$ cat src/rtl/accel_ctrl_pkg.sv
// Shared types and default sizing for the inference job controller.
package accel_ctrl_pkg;

  typedef enum logic [1:0] {
    IDLE = 2'd0,
    RUN  = 2'd1,
    SEND = 2'd2
  } ctrl_state_t;

  localparam int IP_ADDR_WIDTH_DEF  = 32;
  localparam int MAC_ADDR_WIDTH_DEF = 48;
  localparam int RESULT_WIDTH_DEF   = 8;
  localparam int COUNTER_WIDTH_DEF  = 16;
  localparam int TIMEOUT_WIDTH_DEF  = 24;
  localparam int TIMEOUT_CYCLES_DEF = 1000000;

endpackage

$ cat src/rtl/sat_counter.sv
// Statistics counter that sticks at all-ones instead of wrapping.
module sat_counter #(
  parameter int WIDTH = 16
) (
  input  logic             clk,
  input  logic             rst,
  input  logic             inc,
  output logic [WIDTH-1:0] count
);

  always_ff @(posedge clk or posedge rst) begin
    if (rst) begin
      count <= '0;
    end else if (inc && (count != '1)) begin
      count <= count + WIDTH'(1);
    end
  end

endmodule

$ cat src/rtl/inference_job_ctrl.sv
// Runs one accelerator job per received frame and hands the result and
// the requester's return address to the transmit path.
//
// state | meaning
// IDLE  | waiting for a frame addressed to the accelerator
// RUN   | core started, frame locked, watchdog running
// SEND  | result offered to transmit path, held until accepted
module inference_job_ctrl
  import accel_ctrl_pkg::*;
#(
  parameter int IP_ADDR_WIDTH  = IP_ADDR_WIDTH_DEF,
  parameter int MAC_ADDR_WIDTH = MAC_ADDR_WIDTH_DEF,
  parameter int RESULT_WIDTH   = RESULT_WIDTH_DEF,
  parameter int COUNTER_WIDTH  = COUNTER_WIDTH_DEF,
  parameter int TIMEOUT_WIDTH  = TIMEOUT_WIDTH_DEF,
  parameter int TIMEOUT_CYCLES = TIMEOUT_CYCLES_DEF
) (
  input  logic                      ACLK,
  input  logic                      ARESET,
  input  logic                      FRAME_READY,
  input  logic                      PACKET_FOR_ACCELERATOR,
  input  logic [IP_ADDR_WIDTH-1:0]  SRC_IP_ADDRESS,
  input  logic [MAC_ADDR_WIDTH-1:0] SRC_MAC_ADDRESS,
  output logic                      FRAME_LOCK,
  output logic                      CORE_START,
  input  logic                      CORE_DONE,
  input  logic [RESULT_WIDTH-1:0]   CORE_RESULT,
  output logic                      CORE_ABORT,
  output logic                      TX_VALID,
  input  logic                      TX_READY,
  output logic [RESULT_WIDTH-1:0]   TX_RESULT,
  output logic [IP_ADDR_WIDTH-1:0]  TX_DST_IP,
  output logic [MAC_ADDR_WIDTH-1:0] TX_DST_MAC,
  output logic                      BUSY,
  output logic [COUNTER_WIDTH-1:0]  FRAMES_ACCEPTED,
  output logic [COUNTER_WIDTH-1:0]  FRAMES_DROPPED,
  output logic [COUNTER_WIDTH-1:0]  TIMEOUTS
);

  ctrl_state_t              state, state_nxt;
  logic                     frame_ready_q;
  logic                     frame_valid;
  logic [TIMEOUT_WIDTH-1:0] wd;
  logic                     wd_expired;
  logic                     accept, drop, done_hit, timeout_hit;

  assign frame_valid = FRAME_READY & ~frame_ready_q & PACKET_FOR_ACCELERATOR;
  // Watchdog holds at 0 through the start-pulse cycle, then counts run cycles.
  assign wd_expired  = (state == RUN) && !CORE_START &&
                       (wd == TIMEOUT_WIDTH'(TIMEOUT_CYCLES - 1));
  assign BUSY        = (state != IDLE);

  always_ff @(posedge ACLK or posedge ARESET) begin
    if (ARESET) state <= IDLE;
    else        state <= state_nxt;
  end

  always_comb begin
    state_nxt = state;
    unique case (state)
      IDLE:    if (frame_valid) state_nxt = RUN;
      RUN: begin
        if (CORE_DONE)       state_nxt = SEND;
        else if (wd_expired) state_nxt = IDLE;
      end
      SEND:    if (TX_VALID && TX_READY) state_nxt = IDLE;
      default: state_nxt = IDLE;
    endcase
  end

  always_comb begin
    accept      = (state == IDLE) && frame_valid;
    drop        = (state != IDLE) && frame_valid;
    done_hit    = (state == RUN) && CORE_DONE;
    timeout_hit = (state == RUN) && !CORE_DONE && wd_expired;
  end

  always_ff @(posedge ACLK or posedge ARESET) begin
    if (ARESET) begin
      frame_ready_q <= 1'b0;
      CORE_START    <= 1'b0;
      CORE_ABORT    <= 1'b0;
      FRAME_LOCK    <= 1'b0;
      TX_VALID      <= 1'b0;
      TX_RESULT     <= '0;
      TX_DST_IP     <= '0;
      TX_DST_MAC    <= '0;
      wd            <= '0;
    end else begin
      frame_ready_q <= FRAME_READY;
      CORE_START    <= accept;
      CORE_ABORT    <= timeout_hit;
      FRAME_LOCK    <= (state_nxt == RUN);
      TX_VALID      <= (state_nxt == SEND);
      wd            <= ((state == RUN) && !CORE_START) ? wd + TIMEOUT_WIDTH'(1) : '0;
      if (accept) begin
        TX_DST_IP  <= SRC_IP_ADDRESS;
        TX_DST_MAC <= SRC_MAC_ADDRESS;
      end
      if (done_hit) TX_RESULT <= CORE_RESULT;
    end
  end

  sat_counter #(.WIDTH(COUNTER_WIDTH)) u_accepted (
    .clk(ACLK), .rst(ARESET), .inc(accept), .count(FRAMES_ACCEPTED)
  );

  sat_counter #(.WIDTH(COUNTER_WIDTH)) u_dropped (
    .clk(ACLK), .rst(ARESET), .inc(drop), .count(FRAMES_DROPPED)
  );

  sat_counter #(.WIDTH(COUNTER_WIDTH)) u_timeouts (
    .clk(ACLK), .rst(ARESET), .inc(timeout_hit), .count(TIMEOUTS)
  );

endmodule

$ cat config.mk
export PLATFORM = sky130hd
export DESIGN_NAME = inference_job_ctrl
export DESIGN_NICKNAME = d
export VERILOG_FILES = /design/src/rtl/accel_ctrl_pkg.sv /design/src/rtl/sat_counter.sv /design/src/rtl/inference_job_ctrl.sv
export SDC_FILE = /design/constraint.sdc
export NUM_CORES = 1
export LEC_CHECK = 0
export CAP_MARGIN = 40
export CORE_MARGIN = 5
export CORE_UTILIZATION = 35
export DETAILED_ROUTE_END_ITERATION = 8
export PLACE_DENSITY = 0.69
export SYNTH_ARGS = -nofsm -noshare
export SYNTH_HDL_FRONTEND = slang
export SYNTH_HIERARCHICAL = 1
export SYNTH_SLANG_ARGS = --single-unit
$ cat constraint.sdc
create_clock -name ACLK -period 4.1 [get_ports ACLK]
set_clock_uncertainty 0.2 [all_clocks]
set_input_delay 0.41 -clock ACLK [delete_from_list [all_inputs] [get_ports ACLK]]
set_output_delay 0.41 -clock ACLK [all_outputs]
set_load 0.1 [all_outputs]
== After elaboration in Yosys (flattened, before gate mapping) ==
Cells that the tools add are included.
Widths: inputs -> output; s select.

* $add $sub $neg: 4
* Multipliers: 0
* Divide/modulo/power cells: 0
* Magnitude comparators: 0
* Eq/ne operators: 8
* Shifts and indexed selects: 0
* Mux-type cells: 6
* Bitwise gates (word level): 3
* Reduce and logical (&&, ||, !) cells: 15

{| class="wikitable"
|+ Operators with widths
! operator !! number
|-
| $add 16x1->16 const B || 3
|-
| $ne 16x16->1 const B || 3
|-
| $add 24x1->24 const B || 1
|-
| $eq 24x20->1 const B || 1
|-
| $mux 24 || 1
|-
| $logic_and 1x1->1 || 11
|-
| $mux 2 || 4
|-
| $pmux 2 s3 || 1
|-
| $eq 2x1->1 const B || 2
|-
| $eq 2x2->1 const B || 2
|-
| $and 1x1->1 || 2
|-
| $logic_not 1->1 || 2
|-
| $logic_not 2->1 || 1
|-
| $reduce_bool 2->1 || 1
|-
| $not 1->1 || 1
|}

* Flip-flop bits (word level): 167
* Latch bits: 0
* RAM bits: 0
* Memory bits (read-only): 0
* Output and inout bits: 141
* Memories: 0

== Longest topological paths before layout ==
* Depth in word-level cells: 7
* Gate-level depth with buffers: 10
* Mapped depth without buffers: 9

== Hierarchy ==
The synthesis kept the hierarchy.

{| class="wikitable"
|+ Modules (own cells, without submodules)
! module !! instances !! cells each !! area each (um^2) !! seq. area each (um^2)
|-
| inference_job_ctrl || 1 || 333 || 4,729.5 || 2,977.9
|-
| sat_counter || 3 || 71 || 805.8 || 400.4
|}

== Worst setup path before layout ==
Ideal clock, no wire load.

* Kind: reg-to-reg
* Start point: register CORE_START
* End point: register u_timeouts.count[14]
* Setup time: 0.126 ns
* Arrival time: 2.921 ns
* Setup slack: 0.853 ns
* Cell stages (with the launch flop): 9
* Buffers on the path: 1
* Clock period less this slack: 3.247 ns
* Cell sequence: dfrtp_1 or2_0 clkbuf_1 nor4_2 nor3b_1 and4_1 nand3_1 nor2_1 mux2_2

* Word-level cells in the longest chain between the ends: 5

{| class="wikitable"
|+ RTL lines
! element !! RTL line !! RTL
|-
| from (decl) || inference_job_ctrl.sv:25 || <nowiki>output logic CORE_START,</nowiki>
|-
| from (signal assigned) || inference_job_ctrl.sv:91 || <nowiki>CORE_START <= accept;</nowiki>
|-
| $logic_not 1->1 || inference_job_ctrl.sv:49 || <nowiki>assign wd_expired = (state == RUN) && !CORE_START &&</nowiki>
|-
| $logic_and 1x1->1 (2 in series) || inference_job_ctrl.sv:49 ||
|-
| $logic_and 1x1->1 || inference_job_ctrl.sv:75 || <nowiki>timeout_hit = (state == RUN) && !CORE_DONE && wd_expired;</nowiki>
|-
| via timeout_hit || inference_job_ctrl.sv:45 || <nowiki>logic accept, drop, done_hit, timeout_hit;</nowiki>
|-
| $logic_and 1x1->1 || sat_counter.sv:14 || <nowiki>end else if (inc && (count != '1)) begin</nowiki>
|-
| to (signal assigned) || sat_counter.sv:15 || <nowiki>count <= count + WIDTH'(1);</nowiki>
|-
| to (decl) || sat_counter.sv:8 || <nowiki>output logic [WIDTH-1:0] count</nowiki>
|}

The timed path passes the listed nets, and every way through them passes these cells.
A chain may end at the register's enable or synchronous reset.

== Worst setup path after layout ==
* Start point: register wd[0]
* End point: register u_timeouts.count[14]

* Word-level cells in the longest chain between the ends: 4

{| class="wikitable"
|+ RTL lines
! element !! RTL line !! RTL
|-
| from (decl) || inference_job_ctrl.sv:43 || <nowiki>logic [TIMEOUT_WIDTH-1:0] wd;</nowiki>
|-
| from (signal assigned) || inference_job_ctrl.sv:95 || <nowiki>wd <= ((state == RUN) && !CORE_START) ? wd + TIMEOUT_WIDTH'(1) : '0;</nowiki>
|-
| $eq 24x20->1 || inference_job_ctrl.sv:50 || <nowiki>(wd == TIMEOUT_WIDTH'(TIMEOUT_CYCLES - 1));</nowiki>
|-
| $logic_and 1x1->1 || inference_job_ctrl.sv:49 ||
|-
| $logic_and 1x1->1 || inference_job_ctrl.sv:75 ||
|-
| via timeout_hit || inference_job_ctrl.sv:45 ||
|-
| $logic_and 1x1->1 || sat_counter.sv:14 ||
|}

The timed path passes the listed nets, and every way through them passes these cells.

==> results.txt <==
- Layout Cell Area excl Fill: 13270 um^2
* Overall global routing resource usage: 19.38%
- Final critical path time including I/O delays and setup: 3.010 ns
- At the worst endpoint, the required time is 4.20 ns.
- Placement Cell Area: 12630 um^2
* Clock slew at the register clock pins of the worst setup and hold paths: 0.06 ns
* Critical Path Fanout Max: 7
- The congestion estimate from routability-driven global placement came to 0.7963.
- Critical path capture point type: register
- The die covers 23380 um^2.
- Number of failing hold endpoints at the final stage: 0
* Max_cap viols: 0
* Slowest cell delay on critical path: 0.38 ns
- The filler cells instantiated in the layout total 1398.
* Slew HR: 45.66%
- Detailed-router iteration count before antenna repair: 4
- Post-CTS repair changed the size of 0 cells.
* Fraction of synthesized cell area taken by the top area cell type: 58.47%
- At the worst endpoint, the arrival time is 3.11 ns.
- Unrepaired setup endpoints after global routing: false
- After synthesis the netlist holds a flip-flop and latch count of 167.
- Setup-failing EPs final: 0
* Width of the die: 152.9 um
- Run status: finished, final reports clean
- Slew @ Worst Pin: 0.8151 ns
- The first global-routing pass estimated 36.11 mm of wire.
- The initialized floorplan defines 52 standard-cell rows.
* Worst-Skew Late Latency: 0.41 ns
* Floorplan Core Area: 20170 um^2
- Boundary pin count: 235
* Initial antenna violation count: 3
* Number of instances in the placed design: 1180
* Predominant post-synthesis flop cell: sky130_fd_sc_hd__dfrtp_1
- TritonCTS created 17 clock buffers.
- In this run, the number of DRC markers left after iteration 0 of detailed routing was 166.
* Element type at the critical path start: register
- Clock buffer depth: 2
- Total DRC errors in the routed layout: 0
- In this run, distinct cell masters in the synthesized netlist total 38.
- Adding up every negative setup slack in the final design gives 0 ns.
* Remaining antenna violation count: 0
* Initial core utilization: 35.43%
- Finished Layout Cells: 1212
- Leak: 0.005699 uW
* Cell types occupying the most area after synthesis: sky130_fd_sc_hd__dfrtp_1 (58%), sky130_fd_sc_hd__mux2_2 (15%), sky130_fd_sc_hd__xnor2_1 (4.3%)
* Most numerous cell types in the synthesized netlist: sky130_fd_sc_hd__dfrtp_1 (167), sky130_fd_sc_hd__mux2_2 (94), sky130_fd_sc_hd__xnor2_1 (35), sky130_fd_sc_hd__nand3_1 (29), sky130_fd_sc_hd__nand2_1 (27)
- Yosys top cell by area: sky130_fd_sc_hd__dfrtp_1
- Clock tree synthesis found a total of 167 sinks.
- TritonCTS built the clock tree.
- In the post-route analysis, the smallest setup slack over all paths is 1.090 ns.
* Sequential element share of the synthesized area: 58.47%
- Clk root buf: sky130_fd_sc_hd__clkbuf_16
* CP cell instances: ha_1 -> and4_1 -> nand2_1 -> nor4_2 -> nor3b_1 -> buf_4 -> and4_1 -> nand3_1 -> nor2_1 -> mux2_2
- Most common cell in the netlist: sky130_fd_sc_hd__dfrtp_1
* Maximum number of pins on one net before global-route repair: 63
- The net count of the finished layout is 1027.
- Detailed placement ended at an HPWL of 17.19 mm.
- Synthesis produced 546 cells.
- Postcts setup bufs: 0
- For this run, the number of Yosys warnings is 6.
* Input/output buffers: 234
- Each instance of the synthesized netlist takes up on average 13.09 um^2.
* Fraction of registers with async set or reset after synthesis: 100.0%
* Number of flops mapped to enable cells by yosys: 0
- The number of max-slew violations in the final report was 0.
* Path class of the lowest-slack min-delay path: reg -> reg
- The final critical path takes up 73.42% of the cycle.
- Syn nets: 644
- For this run the aggregate overflow at the end of global routing stands at 0.
- Average detailed-routed wire length per instance: 18.23 um
- Area added between synthesis and finish: 85.71%
- The H-tree was split into 4 levels.
* Die Y: 152.9 um
- Setup WS pre-CTS: 1.112 ns
- The cell area that synthesis handed to floorplanning was 7147 um^2.
- Largest vdd supply drop: 0.7906 mV
- Vias per inst: 4.813
- The routed layout has 5833 vias.
* Category of the most critical setup path: reg -> reg
- The slowest stage of the critical path is the sky130_fd_sc_hd__dfrtp_1 cell.
* Most common cell on crit path: sky130_fd_sc_hd__and4_1
* Number of hold buffers added after CTS: 0
* Ratio of total power to cell area: 891.6 nW/um^2
* Top achievable clock speed: 332.2 MHz
* Routed WL: 22.09 mm
- Share of cells above drive strength 1: 31.06%
- Via count of the first global-routing pass: 6369
==> stage by stage <==
step	hold slack [ns]	util, %	total power, uW
2_1_floorplan	0.1237	-	6472
3_3_place_gp	0.2602	48.63	7770
3_5_place_dp	0.2731	62.60	10170
4_1_cts	0.2667	65.78	11950
5_1_grt	0.2681	65.81	12210
6_report	0.2797	65.81	11830
==> cell usage in the layout (no fill, tap or decap), types with 3 or more instances in the layout <==
master / synthesis / routed
sky130_fd_sc_hd__xnor2_1: 35 / 35
sky130_fd_sc_hd__nand2_1: 27 / 27
sky130_fd_sc_hd__nand2_2: 3 / 3
sky130_fd_sc_hd__buf_16: 0 / 56
sky130_fd_sc_hd__o31ai_1: 6 / 6
sky130_fd_sc_hd__buf_4: 1 / 5
sky130_fd_sc_hd__o21ai_0: 4 / 4
sky130_fd_sc_hd__and4_2: 3 / 3
sky130_fd_sc_hd__clkinvlp_4: 0 / 3
sky130_fd_sc_hd__clkbuf_16: 0 / 17
sky130_fd_sc_hd__nand4_2: 3 / 3
sky130_fd_sc_hd__xor2_1: 12 / 12
sky130_fd_sc_hd__bufinv_16: 0 / 5
sky130_fd_sc_hd__nor4_4: 3 / 3
sky130_fd_sc_hd__mux2_2: 94 / 94
sky130_fd_sc_hd__dfrtp_1: 167 / 167
sky130_fd_sc_hd__ha_1: 4 / 4
sky130_fd_sc_hd__clkdlybuf4s50_1: 0 / 234
sky130_fd_sc_hd__and2_1: 5 / 5
sky130_fd_sc_hd__inv_1: 6 / 5
sky130_fd_sc_hd__nor2_1: 26 / 26
sky130_fd_sc_hd__or3_1: 4 / 4
sky130_fd_sc_hd__and4_1: 14 / 14
sky130_fd_sc_hd__nand4_4: 4 / 4
sky130_fd_sc_hd__mux2i_1: 3 / 3
sky130_fd_sc_hd__o21a_1: 3 / 3
sky130_fd_sc_hd__and3_1: 13 / 13
sky130_fd_sc_hd__nand4_1: 24 / 24
sky130_fd_sc_hd__buf_8: 0 / 85
sky130_fd_sc_hd__a21oi_1: 15 / 15
sky130_fd_sc_hd__and3_2: 3 / 3
sky130_fd_sc_hd__nand2b_1: 4 / 4
sky130_fd_sc_hd__or4_1: 4 / 4
sky130_fd_sc_hd__nand3_1: 29 / 29
==> final cells by class <==
type / instances / area, um^2 / share of cell area (%)
antenna: 2 / 5.005 / 0.03771
clock buffer: 19 / 442.9 / 3.337
clock inverter: 11 / 198.9 / 1.499
inverter: 6 / 25.02 / 0.1885
multi-input combinational: 356 / 2867 / 21.60
sequential: 167 / 4179 / 31.49
tap: 270 / 337.8 / 2.545
timing repair buffer: 381 / 5218 / 39.31
==> flip-flops by register name, indices dropped and copies added, names as in the netlist, 2 cells and up <==
register,flops
TX_DST_MAC,48
TX_DST_IP,32
wd,24
u_accepted/count,16
u_dropped/count,16
u_timeouts/count,16
TX_RESULT,8
state,2
==> worst max-delay path: cells and delay by family (launching register included) <==
family / cells / cell delay (ns)
buffers and inverters: 1 / 0.18
flip-flops: 1 / 0.38
adder cells (fa/ha/maj): 1 / 0.22
AND/OR/NAND/NOR: 7 / 1.59
multiplexers: 1 / 0.34
==> power by group <==
| part | switching (uW) | internal [uW] |
|---|---|---|
| Clock | 653 | 1100 |
| Sequential | 310 | 2130 |
| Combinational | 4590 | 3060 |
==> cells by family after synthesis <==
group / after synthesis / synth area share, %
xor+xnor: 47 / 5.760
fa+ha+maj: 4 / 0.7003
simple gates: 180 / 16.11
flops: 167 / 58.47
mux: 97 / 15.23
compound gates: 28 / 2.276
buf+inv: 23 / 1.453
==> layer usage <==
layer | vias up | part of all wire, % | track usage, % | routed length, um
met3 | 19 | 5.4 | 4.297 | 1198
met1 | 2887 | 39 | 23.66 | 8642
li1 | 2738 | - | - | -
met2 | 189 | 54 | 34.39 | 11930
met5 | - | 0 | 0 | 0
met4 | 0 | 1.5 | 5.812 | 322
==> worst paths after layout <==
kind | start | end | slack [ns] | depth (start not counted)
hold / removal | wd[0]$_DFF_PP0_ | wd[0]$_DFF_PP0_ | 0.28 | 1
setup reg to reg | wd[0]$_DFF_PP0_ | u_timeouts/count[14]$_DFFE_PP0P_ | 1.09 | 10
min in group asynchronous | ARESET | u_timeouts/count[2]$_DFFE_PP0P_ | 0.41 | 2
max in group asynchronous | ARESET | TX_DST_IP[7]$_DFFE_PP0P_ | 2.36 | 3
setup / recovery | wd[0]$_DFF_PP0_ | u_timeouts/count[14]$_DFFE_PP0P_ | 1.09 | 10
hold reg to reg | wd[0]$_DFF_PP0_ | wd[0]$_DFF_PP0_ | 0.28 | 1
No activity file was read; power rests on OpenSTA's default activity.
